===== src/rtl/neuron_buffer_loader.sv =====
// Streams neuron words into a banked neuron buffer through its serial port.
// A load starts at row baseAddr, fills banks 0..D-1 of each row in turn, and
// finishes with a one-cycle FLUSH that carries the last write plus done.
module neuron_buffer_loader #(
  parameter int depth = 2,
  parameter int A     = 7,
  parameter int D     = 1 << depth,
  parameter int W     = 16
) (
  input  logic                 CLK,
  input  logic                 RST,
  input  logic                 start,
  input  logic [A-1:0]         baseAddr,
  input  logic [A+depth-1:0]   numWords,
  input  logic [W-1:0]         inData,
  input  logic                 inValid,
  output logic                 inReady,
  output logic [A-1:0]         address,
  output logic [W+depth+1:0]   ioInputs,
  output logic                 busy,
  output logic                 done
);

  localparam int NW = A + depth;

  typedef enum logic [1:0] {IDLE, LOAD, FLUSH} state_t;

  state_t            state_q, state_d;
  logic [A-1:0]      row_q, row_d;
  logic [NW-1:0]     rem_q, rem_d;
  logic [depth-1:0]  bank_q, bank_d;
  logic              hs;

  logic              wr_q;
  logic [W-1:0]      wdata_q;
  logic [depth-1:0]  wbank_q;
  logic [A-1:0]      waddr_q;
  logic              zdone_q;

  // State and load counters.
  always_ff @(posedge CLK or posedge RST) begin
    if (RST) begin
      state_q <= IDLE;
      row_q   <= '0;
      rem_q   <= '0;
      bank_q  <= '0;
    end else begin
      state_q <= state_d;
      row_q   <= row_d;
      rem_q   <= rem_d;
      bank_q  <= bank_d;
    end
  end

  // Next-state logic, handshake and counter advance.
  always_comb begin
    state_d = state_q;
    row_d   = row_q;
    rem_d   = rem_q;
    bank_d  = bank_q;
    inReady = (state_q == LOAD);
    hs      = inValid & inReady;
    case (state_q)
      IDLE: begin
        if (start && (numWords != '0)) begin
          row_d   = baseAddr;
          rem_d   = numWords;
          bank_d  = '0;
          state_d = LOAD;
        end
      end
      LOAD: begin
        if (hs) begin
          bank_d = bank_q + 1'b1;
          if (bank_q == depth'(D - 1)) begin
            row_d = row_q + 1'b1;
          end
          rem_d = rem_q - 1'b1;
          if (rem_q == NW'(1)) begin
            state_d = FLUSH;
          end
        end
      end
      FLUSH: state_d = IDLE;
      default: state_d = IDLE;
    endcase
  end

  // Write register: each handshake is presented to the buffer one cycle later;
  // data/bank/address hold between writes.
  always_ff @(posedge CLK or posedge RST) begin
    if (RST) begin
      wr_q    <= 1'b0;
      wdata_q <= '0;
      wbank_q <= '0;
      waddr_q <= '0;
      zdone_q <= 1'b0;
    end else begin
      wr_q    <= hs;
      zdone_q <= (state_q == IDLE) && start && (numWords == '0);
      if (hs) begin
        wdata_q <= inData;
        wbank_q <= bank_q;
        waddr_q <= row_q;
      end
    end
  end

  // Output gating: the serial port is fully quiet whenever no load is active.
  always_comb begin
    busy     = (state_q != IDLE);
    done     = (state_q == FLUSH) | zdone_q;
    ioInputs = busy ? {1'b1, wr_q, wbank_q, wdata_q} : '0;
    address  = busy ? waddr_q : '0;
  end

endmodule


===== config.mk =====
export PLATFORM = sky130hd
export DESIGN_NAME = neuron_buffer_loader
export DESIGN_NICKNAME = d
export VERILOG_FILES = /design/src/rtl/neuron_buffer_loader.sv
export SDC_FILE = /design/constraint.sdc
export NUM_CORES = 1
export LEC_CHECK = 0
export CAP_MARGIN = 40
export CORE_AREA = 2 2 78 80
export CTS_CLUSTER_SIZE = 16
export DETAILED_ROUTE_END_ITERATION = 10
export DIE_AREA = 0 0 80 82
export GPL_ROUTABILITY_DRIVEN = 0
export PLACE_DENSITY = 0.72
export REMOVE_ABC_BUFFERS = 1
export SETUP_SLACK_MARGIN = 0.1
export SYNTH_ARGS = -nofsm -noshare
export SYNTH_HDL_FRONTEND = slang
export SYNTH_SLANG_ARGS = --single-unit

===== constraint.sdc =====
create_clock -name CLK -period 1.85 [get_ports CLK]
set_clock_uncertainty 0.2 [all_clocks]
set_input_delay 0.185 -clock CLK [delete_from_list [all_inputs] [get_ports CLK]]
set_output_delay 0.185 -clock CLK [all_outputs]
set_load 0.05 [all_outputs]

## After elaboration in Yosys (flattened, before gate mapping)

Cells that the tools add are included.

| storage, ports and cells | value |
|---|---|
| register bits | 47 |
| output and inout bits | 30 |
| logic and storage cells | 49 |

| operators by class | value |
|---|---|
| $add $sub $neg | 3 |
| equality and inequality tests | 8 |
| muxes and demuxes | 16 |
| bitwise gates (word level) | 2 |
| reductions and logical operators | 11 |

Operators by type and width:

| cell | count |
|---|---|
| 7-bit 2-to-1 mux | 4 |
| 20-bit 2-to-1 mux | 1 |
| 9-bit 2-to-1 mux | 2 |
| 9-bit one-hot mux with 2 select lines | 1 |
| 7-bit one-hot mux with 2 select lines | 1 |
| 2-bit 2-to-1 mux | 5 |
| 9-bit by 1-bit equality test with 1-bit output (second input constant) | 1 |
| 9-bit zero test | 1 |
| 9-bit nonzero test | 1 |
| 9-bit by 1-bit subtractor with 9-bit output (second input constant) | 1 |
| 2-bit one-hot mux with 2 select lines | 2 |
| 7-bit by 1-bit adder with 7-bit output (second input constant) | 1 |
| 2-bit by 1-bit inequality test with 1-bit output (second input constant) | 3 |
| 3-bit AND reduction | 2 |
| 2-bit equality test (second input constant) | 2 |
| 4-bit AND reduction | 1 |
| 2-bit nonzero test | 2 |
| 1-bit logical AND | 3 |
| 2-bit by 1-bit adder with 2-bit output (second input constant) | 1 |
| 2-bit by 1-bit equality test with 1-bit output (second input constant) | 1 |
| 2-bit zero test | 1 |
| 2-bit inequality test (second input constant) | 1 |
| 1-bit bitwise AND | 1 |
| 1-bit bitwise OR | 1 |

## Depth between registers and ports, before layout

| depth | value |
|---|---|
| depth in word-level cells | 4 |
| gate-level depth with buffers | 7 |
| depth with buffers taken out | 6 |

## Worst setup path before layout

No wires, ideal clock.

| timing path | value |
|---|---|
| path kind | register to output |
| start | register state_q[0] |
| end | output port ioInputs[19] |
| arrival time | 1.649 ns |
| required time | 1.465 ns |
| setup slack | -0.184 ns |
| cell stages (with the launch flop) | 5 |
| path buffers | 2 |
| cell sequence | dfrtp_1 nor2_1 clkbuf_1 inv_1 buf_4 |

| on the way | value |
|---|---|
| cells in the longest elaborated chain, start to end | 2 |

Ends and longest elaborated chain:

| what | RTL line | RTL |
|---|---|---|
| start: declaration | 28 | `state_t state_q, state_d;` |
| start signal: assignment | 48 | `state_q <= state_d;` |
| 2-bit nonzero test | 111 | `busy = (state_q != IDLE);` |
| named net busy | 20 | `output logic busy,` |
| 20-bit 2-to-1 mux | 113 | `ioInputs = busy ? {1'b1, wr_q, wbank_q, wdata_q} : '0;` |
| end: declaration | 19 | `output logic [W+depth+1:0] ioInputs,` |

The timed path passes the listed nets, and every way through them passes these cells.

## Worst setup path in the final report

| timing path | value |
|---|---|
| start | register rem_q[1] |
| end | register rem_q[5] |

| on the way | value |
|---|---|
| cells in the longest elaborated chain, start to end | 3 |

Ends and longest elaborated chain:

| what | RTL line | RTL |
|---|---|---|
| start: declaration | 30 | `logic [NW-1:0] rem_q, rem_d;` |
| start signal: assignment | 50 | `rem_q <= rem_d;` |
| 9-bit by 1-bit subtractor with 9-bit output | 78 | `rem_d = rem_q - 1'b1;` |
| 9-bit 2-to-1 mux | 73 | `if (hs) begin` |
| 9-bit one-hot mux with 2 select lines | 63 | `case (state_q)` |

Every way passes these cells. The select of a mux whose other input is x is not followed.
A chain may end at the register's enable or synchronous reset.

==> flow_metrics.py <==
metrics = {
    "sta": {
        "setup_violations": 1,
        "number_of_failing_hold_endpoints_at_the_final_stage": 0,
        "timing.final.ws_setup_ps": -8.86,
        "timing.final.crit_share_pct": 100,
        "timing.final.crit_period_ps": 1860,
        "maxSlewViolCount": 0,
        "max-slew-margin-rel_pct": 80.0,
        "rsz0062_at_grt": "yes",
        "minimum_hold_slack_ps": 23.6,
        "tightest_slew_ps": 299,
        "fin_tns_setup_ps": -8.86,
        "max_clock_freq_mhz": 538,
    },
    "logic_synthesis": {
        "synth_flop_cell": "sky130_fd_sc_hd__dfrtp_1",
        "netlist_area_before_placement_sq_um": 2470,
        "async_flop_share_pct": 100,
        "synthesized_area_divided_by_synthesized_cell_count_sq_um": 8.88,
        "yosys-top-cells-count": "77 x sky130_fd_sc_hd__nand2_1, 47 x sky130_fd_sc_hd__dfrtp_1, 26 x sky130_fd_sc_hd__nor2b_1, 12 x sky130_fd_sc_hd__o21ai_0, 11 x sky130_fd_sc_hd__nor2_1",
        "edff_count_synth": 0,
        "most_area_consuming_cells_after_synthesis": "sky130_fd_sc_hd__dfrtp_1 48%, sky130_fd_sc_hd__nand2_1 12%, sky130_fd_sc_hd__nor2b_1 6.6%, sky130_fd_sc_hd__o21ai_0 2.4%, sky130_fd_sc_hd__o2bb2ai_1 2.1%",
        "yosysSeqAreaShare_pct": 47.6,
        "synthesis.yosys.warnings": 0,
        "synth.most_common_cell": "sky130_fd_sc_hd__nand2_1",
        "post-synth-top-area-fraction_pct": 47.6,
        "post-synth-top-area-cell": "sky130_fd_sc_hd__dfrtp_1",
        "synth-seq-cells": 47,
        "synthesis.instances": 278,
        "yosysUniqueCellTypes": 41,
    },
    "drt": {
        "routed_via_density": 5.16,
        "drtIter0Drc": 70,
        "drc": 0,
        "wl_per_instance_um": 15.0,
        "final_wl_um": 6730,
        "total_number_of_vias": 2323,
        "first_pass_iters": 4,
        "postRouteAntennaNets": 0,
    },
    "power": {
        "total_power_mw": 7.21,
        "power-per-cell-area_nw_per_um2": 1850,
        "power.static_leakage_nw": 1.81,
        "max-vdd-ir-drop_uv": 835,
    },
    "finish": {
        "utilization_pct": 67.7,
        "antenna_cells_inserted": 0,
        "final_cell_area_sq_um": 3890,
        "post_layout_nonfiller_instances": 450,
        "layout-area-overhead-vs-synth_pct": 57.6,
        "layout-drive-gt1-share_pct": 34.4,
        "finish.net_count": 414,
    },
    "cts": {
        "cts-root-to-sink-buffers": 2,
        "cts_num_sinks": 47,
        "clock-root-buffer": "sky130_fd_sc_hd__clkbuf_8",
        "cts.reportedPaths.clkPinSlew_ps": 90,
        "cts_hold_repair.buffers": 0,
        "cts_tree": "yes",
        "cts_h_tree_lvls": 2,
        "numCtsBuffers": 5,
        "clk_latency_ps": 310,
    },
    "floorplan": {
        "chipHeight_um": 82,
        "floorplan.rows": 28,
        "initial_core_util_pct": 43.0,
        "io-pin-count": 66,
        "die_width_um": 80,
        "fp.dieArea_sq_um": 6560,
        "placeable_core_region_sq_um": 5750,
    },
    "placement": {
        "placement.cell_area_sq_um": 3300,
        "dp_slack_ps": -331,
        "post-place-cells": 429,
        "port_buffers": 65,
        "detailedPlacementHpwl_um": 4210,
    },
    "critical_path": {
        "timing_worst_setup_path_type": "reg2reg",
        "crit_arrival_ps": 1880,
        "critical_path.max_fanout": 3,
        "setup.worst_path.start_class": "register",
        "worst_ep_required_time_ps": 1870,
        "worstSetupEndpointType": "register",
    },
    "grt": {
        "first_pass_grt_wire_length_um": 10400,
        "largest_net_degree_at_the_start_of_global_routing": 48,
        "total_track_usage_pct": 20.1,
        "antenna_found_initial": 0,
        "grt_pass1_vias": 2312,
        "grt-ovfl-total": 0,
    },
    "outcome": {
        "violated_checks": "negative setup slack",
        "run_status": "complete, but fails checks",
    },
    "flow_run": {
        "max-cap-violations": 0,
    },
    "min_path": {
        "hold_path_class": "in2async",
    },
}
==> cell usage in the layout, fill, tap and decap left out, drive strengths merged, types with 12 or more instances in the layout <==
master	count
buf	70
nand2	77
inv	12
nor2b	26
clkdlybuf4s50	33
o21ai	15
dfrtp	47
nor2	12
==> layer usage <==
metal	up-vias	wire length [um]	global-route usage, %	part of all wire (%)
li1	1133	-	-	-
met1	1111	2720	24.7	40
met2	66	3620	35.5	54
met3	13	286	3.19	4.2
met4	0	109	7.46	1.6
met5	-	0	0	0
==> what timing repair did <==
item | 4_1_cts | 5_1_grt
resized for setup | 34 | 63
pin swaps | 4 | 11
cloned | 0 | 0
endpoints found under the setup margin | 68 | 70
setup buffers | 10 | 3
==> worst max-delay path: stages (launching register included) <==
cell                      delay, ps
sky130_fd_sc_hd__dfrtp_2        440
sky130_fd_sc_hd__or4_4          590
sky130_fd_sc_hd__buf_6          150
sky130_fd_sc_hd__o21ai_4        120
sky130_fd_sc_hd__o21ai_2         70
sky130_fd_sc_hd__a22oi_2        200
==> power by group <==
| part | leakage, nW | switching [mW] | total (mW) | internal, mW |
|---|---|---|---|---|
| combinational | 1.20 | 2.76 | 4.76 | 2.01 |
| sequential | 0.568 | 0.310 | 1.82 | 1.51 |
| clock | 0.0412 | 0.361 | 0.626 | 0.265 |
| total | 1.81 | 3.43 | 7.21 | 3.78 |
==> worst paths after layout <==
check	from	end	slack, ps	cells after the start
max in group asynchronous	RST	rem_q[1]	1190	3
max	rem_q[1]	rem_q[5]	-9	5
max reg2reg	rem_q[1]	rem_q[5]	-9	5
min in group CLK	numWords[3]	rem_q[3]	90	3
min	RST	wdata_q[7]	20	3
min reg2reg	wdata_q[0]	wdata_q[0]	270	2
==> registers in the layout, indices dropped and copies added (netlist names) <==
name and cells:
row_q 7, wdata_q 16, zdone_q 1, state_q 2
wbank_q 2, rem_q 9, bank_q 2, wr_q 1
waddr_q 7
==> cell families (layout without fill, tap and decap cells) <==
group | Yosys count | count (layout) | synth area share, %
fa+ha+maj | 4 | 4 | 2.03
mux | 1 | 1 | 0.405
buf+inv | 28 | 125 | 5.42
flops | 47 | 47 | 47.6
simple gates | 143 | 143 | 27.8
compound gates | 55 | 55 | 16.7
==> layout make-up <==
type / count / area [sq um]
fill: 458 / 1860
tap: 75 / 93.8
clock buffer: 6 / 72.6
multi-input combinational: 203 / 1380
timing repair buffer: 105 / 1100
clock inverter: 2 / 12.5
inverter: 12 / 52.6
sequential: 47 / 1180
No activity file was read; power rests on OpenSTA's default activity.
